<file path="src/rtl/mc_control.sv">
// Multi-cycle control FSM for a single-ALU MIPS datapath: fetch, decode, execute, memory, writeback.
// Latency: lw 5, sw 4, R/I-type 4, branch/jump 3, illegal 2 cycles, plus one cycle per memory wait.
// Backpressure: memory strobes are held until mem_ready is sampled; an optional wait limit aborts to FETCH.
module mc_control #(
  parameter int unsigned MAX_WAIT = 0
) (
  input  logic       clk,
  input  logic       rst,
  input  logic [5:0] opcode,
  input  logic [5:0] funct,
  input  logic       zero,
  input  logic       mem_ready,
  output logic [3:0] alu_sel,
  output logic       alu_src_a,
  output logic [1:0] alu_src_b,
  output logic       ext_zero,
  output logic [1:0] pc_src,
  output logic       pc_en,
  output logic       iord,
  output logic       mem_read,
  output logic       mem_write,
  output logic       ir_write,
  output logic       reg_write,
  output logic       reg_dst,
  output logic       mem_to_reg,
  output logic       illegal,
  output logic       mem_timeout,
  output logic       retire,
  output logic [3:0] state
);

  typedef enum logic [3:0] {
    S_FETCH  = 4'd0,
    S_DECODE = 4'd1,
    S_MEMADR = 4'd2,
    S_MEMRD  = 4'd3,
    S_MEMWB  = 4'd4,
    S_MEMWR  = 4'd5,
    S_REXEC  = 4'd6,
    S_RWB    = 4'd7,
    S_BRANCH = 4'd8,
    S_IEXEC  = 4'd9,
    S_IWB    = 4'd10,
    S_JUMP   = 4'd11
  } state_t;

  localparam logic [5:0] OP_RTYPE = 6'b000000;
  localparam logic [5:0] OP_J     = 6'b000010;
  localparam logic [5:0] OP_BEQ   = 6'b000100;
  localparam logic [5:0] OP_BNE   = 6'b000101;
  localparam logic [5:0] OP_ADDI  = 6'b001000;
  localparam logic [5:0] OP_ADDIU = 6'b001001;
  localparam logic [5:0] OP_SLTI  = 6'b001010;
  localparam logic [5:0] OP_SLTIU = 6'b001011;
  localparam logic [5:0] OP_ANDI  = 6'b001100;
  localparam logic [5:0] OP_ORI   = 6'b001101;
  localparam logic [5:0] OP_XORI  = 6'b001110;
  localparam logic [5:0] OP_LW    = 6'b100011;
  localparam logic [5:0] OP_SW    = 6'b101011;

  localparam logic [7:0] WAIT_LIMIT = 8'(MAX_WAIT);

  state_t     state_q, state_d;
  logic [7:0] wait_q, wait_d;

  logic [3:0] r_alu;
  logic       r_ok;
  logic [3:0] i_alu;
  logic       i_zext;
  logic       waiting;
  logic       timeout;

  // R-type funct to ALU op; r_ok flags functs this datapath supports
  always_comb begin
    r_ok  = 1'b1;
    r_alu = 4'd1;
    case (funct)
      6'h20:   r_alu = 4'd0;
      6'h21:   r_alu = 4'd1;
      6'h22:   r_alu = 4'd2;
      6'h23:   r_alu = 4'd3;
      6'h24:   r_alu = 4'd4;
      6'h25:   r_alu = 4'd5;
      6'h26:   r_alu = 4'd6;
      6'h2A:   r_alu = 4'd8;
      6'h2B:   r_alu = 4'd7;
      default: r_ok  = 1'b0;
    endcase
  end

  // Immediate-ALU opcode to ALU op; logical immediates are zero-extended
  always_comb begin
    i_alu = 4'd1;
    case (opcode)
      OP_ADDI:  i_alu = 4'd0;
      OP_ADDIU: i_alu = 4'd1;
      OP_SLTI:  i_alu = 4'd8;
      OP_SLTIU: i_alu = 4'd7;
      OP_ANDI:  i_alu = 4'd4;
      OP_ORI:   i_alu = 4'd5;
      OP_XORI:  i_alu = 4'd6;
      default:  i_alu = 4'd1;
    endcase
  end

  assign i_zext  = (opcode == OP_ANDI) || (opcode == OP_ORI) || (opcode == OP_XORI);
  assign waiting = (state_q == S_FETCH) || (state_q == S_MEMRD) || (state_q == S_MEMWR);
  // Limit reached: this cycle is spent aborting, so no access is requested in it
  assign timeout = (WAIT_LIMIT != 8'd0) && waiting && (wait_q == WAIT_LIMIT);

  // Output decode and next-state selection; reset forces strobes low and returns to FETCH
  always_comb begin
    alu_sel     = 4'd1;
    alu_src_a   = 1'b0;
    alu_src_b   = 2'b00;
    ext_zero    = 1'b0;
    pc_src      = 2'b00;
    pc_en       = 1'b0;
    iord        = 1'b0;
    mem_read    = 1'b0;
    mem_write   = 1'b0;
    ir_write    = 1'b0;
    reg_write   = 1'b0;
    reg_dst     = 1'b0;
    mem_to_reg  = 1'b0;
    illegal     = 1'b0;
    mem_timeout = 1'b0;
    retire      = 1'b0;
    state_d     = state_q;

    case (state_q)
      S_FETCH: begin
        alu_src_b = 2'b01;
        if (timeout) begin
          mem_timeout = 1'b1;
          state_d     = S_FETCH;
        end else begin
          mem_read = 1'b1;
          if (mem_ready) begin
            ir_write = 1'b1;
            pc_en    = 1'b1;
            state_d  = S_DECODE;
          end
        end
      end
      S_DECODE: begin
        alu_src_b = 2'b11;
        case (opcode)
          OP_LW, OP_SW: state_d = S_MEMADR;
          OP_RTYPE: begin
            if (r_ok) begin
              state_d = S_REXEC;
            end else begin
              illegal = 1'b1;
              retire  = 1'b1;
              state_d = S_FETCH;
            end
          end
          OP_BEQ, OP_BNE: state_d = S_BRANCH;
          OP_ADDI, OP_ADDIU, OP_SLTI, OP_SLTIU,
          OP_ANDI, OP_ORI, OP_XORI: state_d = S_IEXEC;
          OP_J: state_d = S_JUMP;
          default: begin
            illegal = 1'b1;
            retire  = 1'b1;
            state_d = S_FETCH;
          end
        endcase
      end
      S_MEMADR: begin
        alu_src_a = 1'b1;
        alu_src_b = 2'b10;
        state_d   = (opcode == OP_LW) ? S_MEMRD : S_MEMWR;
      end
      S_MEMRD: begin
        iord = 1'b1;
        if (timeout) begin
          mem_timeout = 1'b1;
          state_d     = S_FETCH;
        end else begin
          mem_read = 1'b1;
          if (mem_ready) state_d = S_MEMWB;
        end
      end
      S_MEMWB: begin
        reg_write  = 1'b1;
        mem_to_reg = 1'b1;
        retire     = 1'b1;
        state_d    = S_FETCH;
      end
      S_MEMWR: begin
        iord = 1'b1;
        if (timeout) begin
          mem_timeout = 1'b1;
          state_d     = S_FETCH;
        end else begin
          mem_write = 1'b1;
          if (mem_ready) begin
            retire  = 1'b1;
            state_d = S_FETCH;
          end
        end
      end
      S_REXEC: begin
        alu_src_a = 1'b1;
        alu_sel   = r_alu;
        state_d   = S_RWB;
      end
      S_RWB: begin
        alu_src_a = 1'b1;
        alu_sel   = r_alu;
        reg_write = 1'b1;
        reg_dst   = 1'b1;
        retire    = 1'b1;
        state_d   = S_FETCH;
      end
      S_BRANCH: begin
        alu_src_a = 1'b1;
        alu_sel   = 4'd2;
        pc_src    = 2'b01;
        pc_en     = (opcode == OP_BNE) ? ~zero : zero;
        retire    = 1'b1;
        state_d   = S_FETCH;
      end
      S_IEXEC: begin
        alu_src_a = 1'b1;
        alu_src_b = 2'b10;
        alu_sel   = i_alu;
        ext_zero  = i_zext;
        state_d   = S_IWB;
      end
      S_IWB: begin
        alu_src_a = 1'b1;
        alu_src_b = 2'b10;
        alu_sel   = i_alu;
        ext_zero  = i_zext;
        reg_write = 1'b1;
        retire    = 1'b1;
        state_d   = S_FETCH;
      end
      S_JUMP: begin
        pc_src  = 2'b10;
        pc_en   = 1'b1;
        retire  = 1'b1;
        state_d = S_FETCH;
      end
      default: state_d = S_FETCH;
    endcase

    if (rst) begin
      pc_en       = 1'b0;
      mem_read    = 1'b0;
      mem_write   = 1'b0;
      ir_write    = 1'b0;
      reg_write   = 1'b0;
      illegal     = 1'b0;
      mem_timeout = 1'b0;
      retire      = 1'b0;
      state_d     = S_FETCH;
    end
  end

  // Wait counter: counts unready cycles in a memory state, saturating, cleared on any state change or abort
  always_comb begin
    wait_d = wait_q;
    if ((state_d != state_q) || timeout) begin
      wait_d = 8'd0;
    end else if (waiting && !mem_ready && (wait_q != 8'hFF)) begin
      wait_d = wait_q + 8'd1;
    end
  end

  // State and wait-counter registers
  always_ff @(posedge clk) begin
    if (rst) begin
      state_q <= S_FETCH;
      wait_q  <= 8'd0;
    end else begin
      state_q <= state_d;
      wait_q  <= wait_d;
    end
  end

  assign state = state_q;

endmodule

</file>
<file path="config.mk">
export PLATFORM = sky130hd
export DESIGN_NAME = mc_control
export DESIGN_NICKNAME = d
export VERILOG_FILES = /design/src/rtl/mc_control.sv
export SDC_FILE = /design/constraint.sdc
export NUM_CORES = 1
export LEC_CHECK = 0
export BUFFER_PORTS_ARGS = -buffer_cell sky130_fd_sc_hd__buf_2
export CAP_MARGIN = 20
export CORE_MARGIN = 5
export CORE_UTILIZATION = 46
export CTS_CLUSTER_DIAMETER = 80
export DETAILED_ROUTE_END_ITERATION = 7
export GPL_ROUTABILITY_DRIVEN = 0
export PLACE_DENSITY = 0.9
export SLEW_MARGIN = 10
export SYNTH_ARGS = -nofsm -noshare
export SYNTH_HDL_FRONTEND = slang
export SYNTH_SLANG_ARGS = --single-unit
</file>
<file path="constraint.sdc">
create_clock -name clk -period 2.2 [get_ports clk]
set_clock_uncertainty 0.1 [all_clocks]
set_input_delay 0.44 -clock clk [delete_from_list [all_inputs] [get_ports clk]]
set_output_delay 0.44 -clock clk [all_outputs]
set_load 0.01 [all_outputs]
</file>
==> results of run 1 <==
==> metrics by stage <==
step	setup WS, ps	util [%]	power, mW	hold slack [ps]	cell area [µm²]
floorplan	204.3	-	0.1631	573.1	860.8
global route	15.20	63.37	0.3380	435.0	1106
finish	60.53	63.37	0.3126	418.7	1106
detailed placement	154.4	61.00	0.2138	544.1	1065
global placement	187.7	61.00	0.2083	525.0	1065
CTS	24.23	62.72	0.3112	411.3	1095
==> Yosys cell counts (all sizes together) <==
cell      n
and4b     3
o22ai     2
clkbuf    1
o21bai    1
nand2b   10
o31ai     1
o21a      3
inv       5
xor2      2
or2       2
nor3b     1
maj3      1
nand3     3
nand2     5
dfxtp     4
and4      1
or3       1
nor4b     1
or4       1
o21ai     5
and3      1
a2111o    1
buf      10
o221a     1
nor2b     4
nand4     2
mux2i     3
a211oi    3
a41oi     1
o2111ai   1
o211ai    1
a31oi     4
nor2     15
a21oi    14
a2bb2oi   1
nor3      6
nand3b    3
a311oi    1
a32o      1
conb      1
and2      1
nor4      1
==> kinds of logic (layout without fill, tap and decap cells) <==
kind of cell / count (synthesis) / in the layout
AO/OA/AOI/OAI: 41 / 41
XOR/XNOR: 2 / 2
adder cells (fa/ha/maj): 1 / 1
buffers and inverters: 16 / 53
flip-flops: 4 / 4
multiplexers: 3 / 3
other: 1 / 1
AND/OR/NAND/NOR: 61 / 61
==> layout make-up <==
| cell class | count | area share (%) |
|---|---|---|
| timing repair buffer | 45 | 21.72 |
| clock buffer | 3 | 2.036 |
| tap | 25 | 2.828 |
| multi-input combinational | 109 | 64.03 |
| sequential | 4 | 7.692 |
| inverter | 5 | 1.697 |
==> worst register-to-register path: stages, from the launching register on <==
cell,delay (ps)
dfxtp_2,380
nor2_1,310
nand3_1,150
or4_1,480
a41oi_1,180
==> routing by layer <==
| layer | vias to the layer above | GRT usage, % |
|---|---|---|
| met1 | 494 | 26.01 |
| li1 | 551 | - |
| met5 | - | 0 |
| met3 | 4 | 3.099 |
| met4 | 0 | 8.511 |
| met2 | 58 | 36.12 |
==> final timing paths <==
path                         startpoint                     to  slack [ps]
setup / recovery  state[0]$_SDFFE_PP0P_                  pc_en          60
hold / removal                      rst  state[2]$_SDFFE_PP0P_         420
setup reg to reg  state[2]$_SDFFE_PP0P_  state[1]$_SDFFE_PP0P_         510
hold reg to reg   state[3]$_SDFFE_PP0P_  state[3]$_SDFFE_PP0P_         500
==> power breakdown <==
group,internal [mW],total [mW],switching (mW)
Sequential,0.0760,0.0816,0.00562
Combinational,0.0558,0.136,0.0801
Clock,0.0613,0.0951,0.0338
Total,0.193,0.313,0.120
==> what timing repair did <==
action / CTS / global route
endpoints found under the setup margin: 3 / 6
cloned: 0 / 0
pin swaps: 0 / 0
gates resized for setup: 4 / 4
==> results.cfg, run 1 <==
[outcome]
outcome = completed

[clocking]
cts_made_buffers = 3
htree_levels = 1
clk_root_buffer_cell = clkbuf_4
ctsHoldBuffers = 0
post_cts_buffers = 0
clk_latency_ps = 240
cts_sinks = 4
path_clk_slew_ps = 40
cts_tree = built
cts_buffer_depth = 2

[setup_path]
critPathMaxFanout = 7
slowest_stage = dfxtp_2
cp_num_cells = 5
arrival_ps = 1600
slowest_delay_ps = 350
crit_type = flop to output pin
cp_cell_sequence = nor4b_1 -> a31oi_1 -> or2_2 -> a21oi_1 -> buf_2
r2r_cells = 4
required_ps = 1660
cp-end-kind = output pin
critPathBufInv = 1
startpoint_type = flop
crit_family = simple AND/OR/NAND/NOR gates

[pwr]
pwr_density_cell_nw_per_um2 = 282.6
vdd_drop_max_v = 0.0002219
p_leak_nw = 0.4844

[finish]
final_cells = 191
final_cell_mix = buf_2, nor2_1, a21oi_1
nets = 184
antenna_cells = 0
largest_reg_flops = 4
regArea_um2 = 85.08
multiInputGateArea_um2 = 708.2
fillers = 165
syn2layout_area_growth_pct = 28.49
drive_gt1_share_pct = 36.75
layout_commonest_cell = buf_2

[routing]
drc_errors = 0
met3_length_um = 236
wl_mm = 2.791
ant_nets = 0
highest_layer = met4
drt_first_pass_iters = 4
met2_length_mm = 1.371
m1WireLength_mm = 1.148
routed_via_density = 5.796
drt_iter0_drc = 50
vias = 1107
wl_per_cell_um = 14.61

[synth]
synthMuxAreaShare_pct = 3.488
synth_top_family_by_area = simple AND/OR/NAND/NOR gates
synth-warning-count = 0
syn_inst = 129
ys_seq_area_share_pct = 9.302
synth_top_area_cell = dfxtp_1
synthTopCellsByArea = dfxtp_1, a21oi_1, nand2b_1, nor2_1, and4b_1
yosys.area_share.simple_pct = 41.72
synth-compound-area-share_pct = 31.83
synthAdderAreaFrac_pct = 1.163
syn_area_um2 = 860.8
avgSynthCellArea_um2 = 6.673
synth_top_area_share_pct = 9.302
yosysUniqueCellTypes = 46
synth_xor_area_share_pct = 2.035
syn_nets = 145
synth_seq_cells = 4

[grt]
grt_pass1_wl_mm = 4.498
track_usage_pct = 21.13
grt_max_degree = 16
grt_pass1_vias = 1005
grt-ovfl-total = 0
antenna_found_initial = 0

[floorplanning]
io_pins = 41
die_area_um2 = 2837
core_area_um2 = 1745
die_w_um = 53.26
rows = 15
die_h_um = 53.26
start_util_pct = 49.32

[sta]
setup_viol = 0
timing.fmax_mhz = 467.4
tns_ps = 0
finalCritPeriodShare_pct = 97.25
slew_viol_final = 0
period_needed_ps = 2139
hold_viol_final = 0
grt_setup_unrepaired = false

[run]
drv_cap = 0

[hold_path]
holdCritPathClass = primary input to flop
min_delay_path_depth = 2

[placed_design]
dp.cells = 188
hpwl_mm = 2.249
port_buffers = 39
No activity file was read; power rests on OpenSTA's default activity.
==> run 2, diff against run 1 <==
- BUFFER_PORTS_ARGS: -buffer_cell sky130_fd_sc_hd__buf_2 -> not set
- CORE_UTILIZATION: 46 -> 50
- DONT_BUFFER_PORTS: not set -> 1
- PLACE_DENSITY: 0.9 -> 0.76
==> results.cfg, run 2 (synthesis results as in run 1) <==
[outcome]
outcome = completed

[hold_path]
holdCritPathClass = primary input to flop

[sta]
grt_setup_unrepaired = false
relSlewSlack_pct = 65.77
setup_viol = 0
slew_viol_final = 0
finalCritPeriodShare_pct = 94.83
hold_viol_final = 0
worst_pin_slew_ps = 509.5
period_needed_ps = 2086
tns_ps = 0
timing.fmax_mhz = 479.3

[clocking]
clk_latency_ps = 230
post_cts_buffers = 0
cts_buffer_depth = 2
htree_levels = 1
cts_sinks = 4
clk_root_buffer_cell = clkbuf_4
path_clk_slew_ps = 40
cts_made_buffers = 3
cts_tree = built

[grt]
grtUsageMet2_pct = 33.47
grt-ovfl-total = 0
grt_pass1_wl_mm = 4.174
grt_max_degree = 21
track_usage_pct = 19.82
grt.busiest_layer = met2
grt_use_met3_pct = 3.438
grt_pass1_vias = 947
use_met1_pct = 23.73
antenna_found_initial = 0

[routing]
routed_via_density = 6.832
vias = 1018
wl_mm = 2.583
drc_errors = 0
wl_per_cell_um = 17.34
ant_nets = 0
drt_first_pass_iters = 5
drt_iter0_drc = 28

[finish]
layout_commonest_cell = nor2_1
drive_gt1_share_pct = 19.70
nets = 150
finish.instance_area_um2 = 938.4
largest_reg_flops = 4
final_cell_mix = nor2_1, a21oi_1, buf_4
syn2layout_area_growth_pct = 9.012
antenna_cells = 0
fillers = 161

[setup_path]
arrival_ps = 1550
critPathMaxFanout = 11
crit_type = flop to output pin
cp-end-kind = output pin
startpoint_type = flop
required_ps = 1660

[placed_design]
placed_area_um2 = 897.1
port_buffers = 0
hpwl_mm = 2.023

[floorplanning]
core_area_um2 = 1689
rows = 15
io_pins = 41
die_w_um = 51.49
die_h_um = 51.49
die_area_um2 = 2651
start_util_pct = 50.96

[pwr]
p_leak_nw = 0.3313
vdd_drop_max_v = 0.0001842
pwr_density_cell_nw_per_um2 = 280.9

[run]
drv_cap = 0
==> run 2: worst paths after layout <==
kind / start / cells past startpoint / end / slack [ps]
worst min-delay path: rst / 1 / state[1]$_SDFFE_PP0P_ / 170
worst max-delay path: state[1]$_SDFFE_PP0P_ / 5 / pc_en / 110
worst max register to register: state[2]$_SDFFE_PP0P_ / 5 / state[1]$_SDFFE_PP0P_ / 460
worst min register to register: state[0]$_SDFFE_PP0P_ / 3 / state[3]$_SDFFE_PP0P_ / 620
==> run 2: layout make-up <==
| cell class | count | area, µm² | area share (%) |
|---|---|---|---|
| Clock buffer | 3 | 22.52 | 2.400 |
| Inverter | 5 | 18.77 | 2.000 |
| Multi-Input combinational cell | 109 | 710.7 | 75.73 |
| Sequential cell | 4 | 82.58 | 8.800 |
| Tap cell | 17 | 21.27 | 2.267 |
| Timing Repair Buffer | 11 | 82.58 | 8.800 |
==> run 2: power by group <==
group          switching (mW)  internal, mW
combinational          0.0531        0.0406
clock                  0.0276        0.0608
sequential            0.00543        0.0760
==> run 2: worst max-delay path, stage by stage (launching register included) <==
cell,delay (ps)
dfxtp_2,380
nor4b_1,310
a31oi_1,60
or2_2,270
a21oi_1,150
buf_4,140
==> run 2: through the flow <==
step	total power [mW]	util [%]	hold WS, ps	setup WS [ps]	instances
after floorplan	0.1631	-	573.1	204.3	129
after global placement	0.1695	53.11	412.9	295.4	146
after detailed placement	0.1725	53.11	414.7	203.6	146
after CTS	0.2627	54.52	162.7	54.98	149
after global routing	0.2872	55.56	156.6	2.247	149
final	0.2636	55.56	172.5	113.6	149
==> run 2: layer usage <==
layer	routed length [µm]	up-vias	part of all wire [%]
met2	1276	52	49
met5	0	-	0
met1	1058	476	41
li1	-	484	-
met4	36	0	1.4
met3	211	6	8.2
==> run 2: repair_timing <==
item | 4_1_cts | 5_1_grt
gates cloned | 0 | 0
endpoints found under the setup margin | 2 | 5
hold buffers | 0 | 0
resized for setup | 1 | 6
pin swaps | 0 | 0
==> run 3, diff against run 2 <==
- CORE_UTILIZATION: 50 -> 40
- PLACE_DENSITY: 0.76 -> 0.65
==> results.cfg, run 3 (synthesis results as in run 1) <==
[outcome]
outcome = completed

[pwr]
power_uw = 277.5
pwr_density_cell_nw_per_um2 = 281.4
vdd_drop_max_v = 0.0001436
p_leak_nw = 0.3499

[setup_path]
arrival_ps = 1570
required_ps = 1660
cp-end-kind = output pin
startpoint_type = flop
critPathMaxFanout = 11
r2r_cells = 5
crit_type = flop to output pin

[floorplanning]
io_pins = 41
rows = 16
die_w_um = 56.39
start_util_pct = 43.00
core_area_um2 = 2002
die_area_um2 = 3180
die_h_um = 56.39

[grt]
grt_pass1_vias = 965
track_usage_pct = 16.56
grt-ovfl-total = 0
use_met1_pct = 19.08
grtUsageMet2_pct = 28.88
grt_pass1_wl_mm = 4.381
grt_max_degree = 21
grt_use_met3_pct = 4.128
grt.busiest_layer = met2
antenna_found_initial = 0

[clocking]
cts_buffer_depth = 2
htree_levels = 1
ctsHoldBuffers = 0
path_clk_slew_ps = 40
cts_sinks = 4
cts_made_buffers = 3
clk_root_buffer_cell = clkbuf_4
cts_tree = built
clk_latency_ps = 240
post_cts_buffers = 0

[finish]
nets = 153
regArea_um2 = 82.58
multiInputGateArea_um2 = 719.4
final_cell_mix = nor2_1, a21oi_1, buf_4
syn2layout_area_growth_pct = 14.53
largest_reg_flops = 4
antenna_cells = 0
fillers = 208
layout_commonest_cell = nor2_1
drive_gt1_share_pct = 21.48

[sta]
timing.fmax_mhz = 474.7
slew_viol_final = 0
hold_ws_ps = 159.1
period_needed_ps = 2107
hold_viol_final = 0
relSlewSlack_pct = 62.79
timing.final.ws_setup_ps = 93.42
setup_viol = 0
finalCritPeriodShare_pct = 95.75
grt_setup_unrepaired = true
worst_pin_slew_ps = 553.9

[routing]
wl_mm = 2.661
routed_via_density = 6.111
ant_nets = 0
drt_iter0_drc = 28
drt_first_pass_iters = 4
wl_per_cell_um = 16.43
drc_errors = 0
vias = 990

[placed_design]
port_buffers = 0
post-place-ws_ps = 244.2
hpwl_mm = 2.098

[hold_path]
min_delay_path_depth = 1
holdCritPathClass = primary input to flop

[run]
drv_cap = 0
==> run 3: routing by layer <==
metal / routed length, µm / vias to the layer above
met4: 36 / 0
met5: 0 / -
met1: 1109 / 459
met3: 198 / 6
met2: 1317 / 34
li1: - / 491
==> run 3: layout make-up <==
| class | instances | area share, % |
|---|---|---|
| inverter | 5 | 1.904 |
| clock buffer | 3 | 2.284 |
| multi-input combinational | 109 | 72.97 |
| sequential | 4 | 8.376 |
| timing repair buffer | 14 | 11.04 |
| tap | 27 | 3.426 |
==> run 3: repair_timing <==
item | in CTS | in global routing
endpoints found under the hold margin | 0 | 0
gates resized for setup | 1 | 8
gates cloned | 0 | 0
endpoints found under the setup margin | 1 | 5
==> run 3: report_power, final <==
| part | total [mW] | switching (mW) | internal (mW) |
|---|---|---|---|
| Combinational | 0.0982 | 0.0526 | 0.0456 |
| Sequential | 0.0833 | 0.00745 | 0.0759 |
| Clock | 0.0960 | 0.0346 | 0.0613 |
| Total | 0.277 | 0.0947 | 0.183 |
==> run 3: final timing paths <==
check | start | to | slack (ps)
worst max-delay path | state[1]$_SDFFE_PP0P_ | retire | 90
worst min-delay path | rst | state[1]$_SDFFE_PP0P_ | 160
worst max register to register | state[2]$_SDFFE_PP0P_ | state[1]$_SDFFE_PP0P_ | 410
worst min register to register | state[0]$_SDFFE_PP0P_ | state[0]$_SDFFE_PP0P_ | 530
==> run 3: critical path, cell delays in order, from the launching register on <==
cell and delay, ps:
dfxtp_2 440, nand2b_4 190, buf_4 130, a21oi_1 40
a2111o_1 370, o21ai_1 150
==> run 3: stage by stage <==
stage	TNS, ps	utilization (%)	instances	instance area [µm²]
floorplan	0	-	129	860.8
global placement	0	46.56	159	932.1
detailed placement	0	46.56	159	932.1
CTS	0	47.75	162	955.9
global route	-51.90	49.25	162	985.9
finish	0	49.25	162	985.9
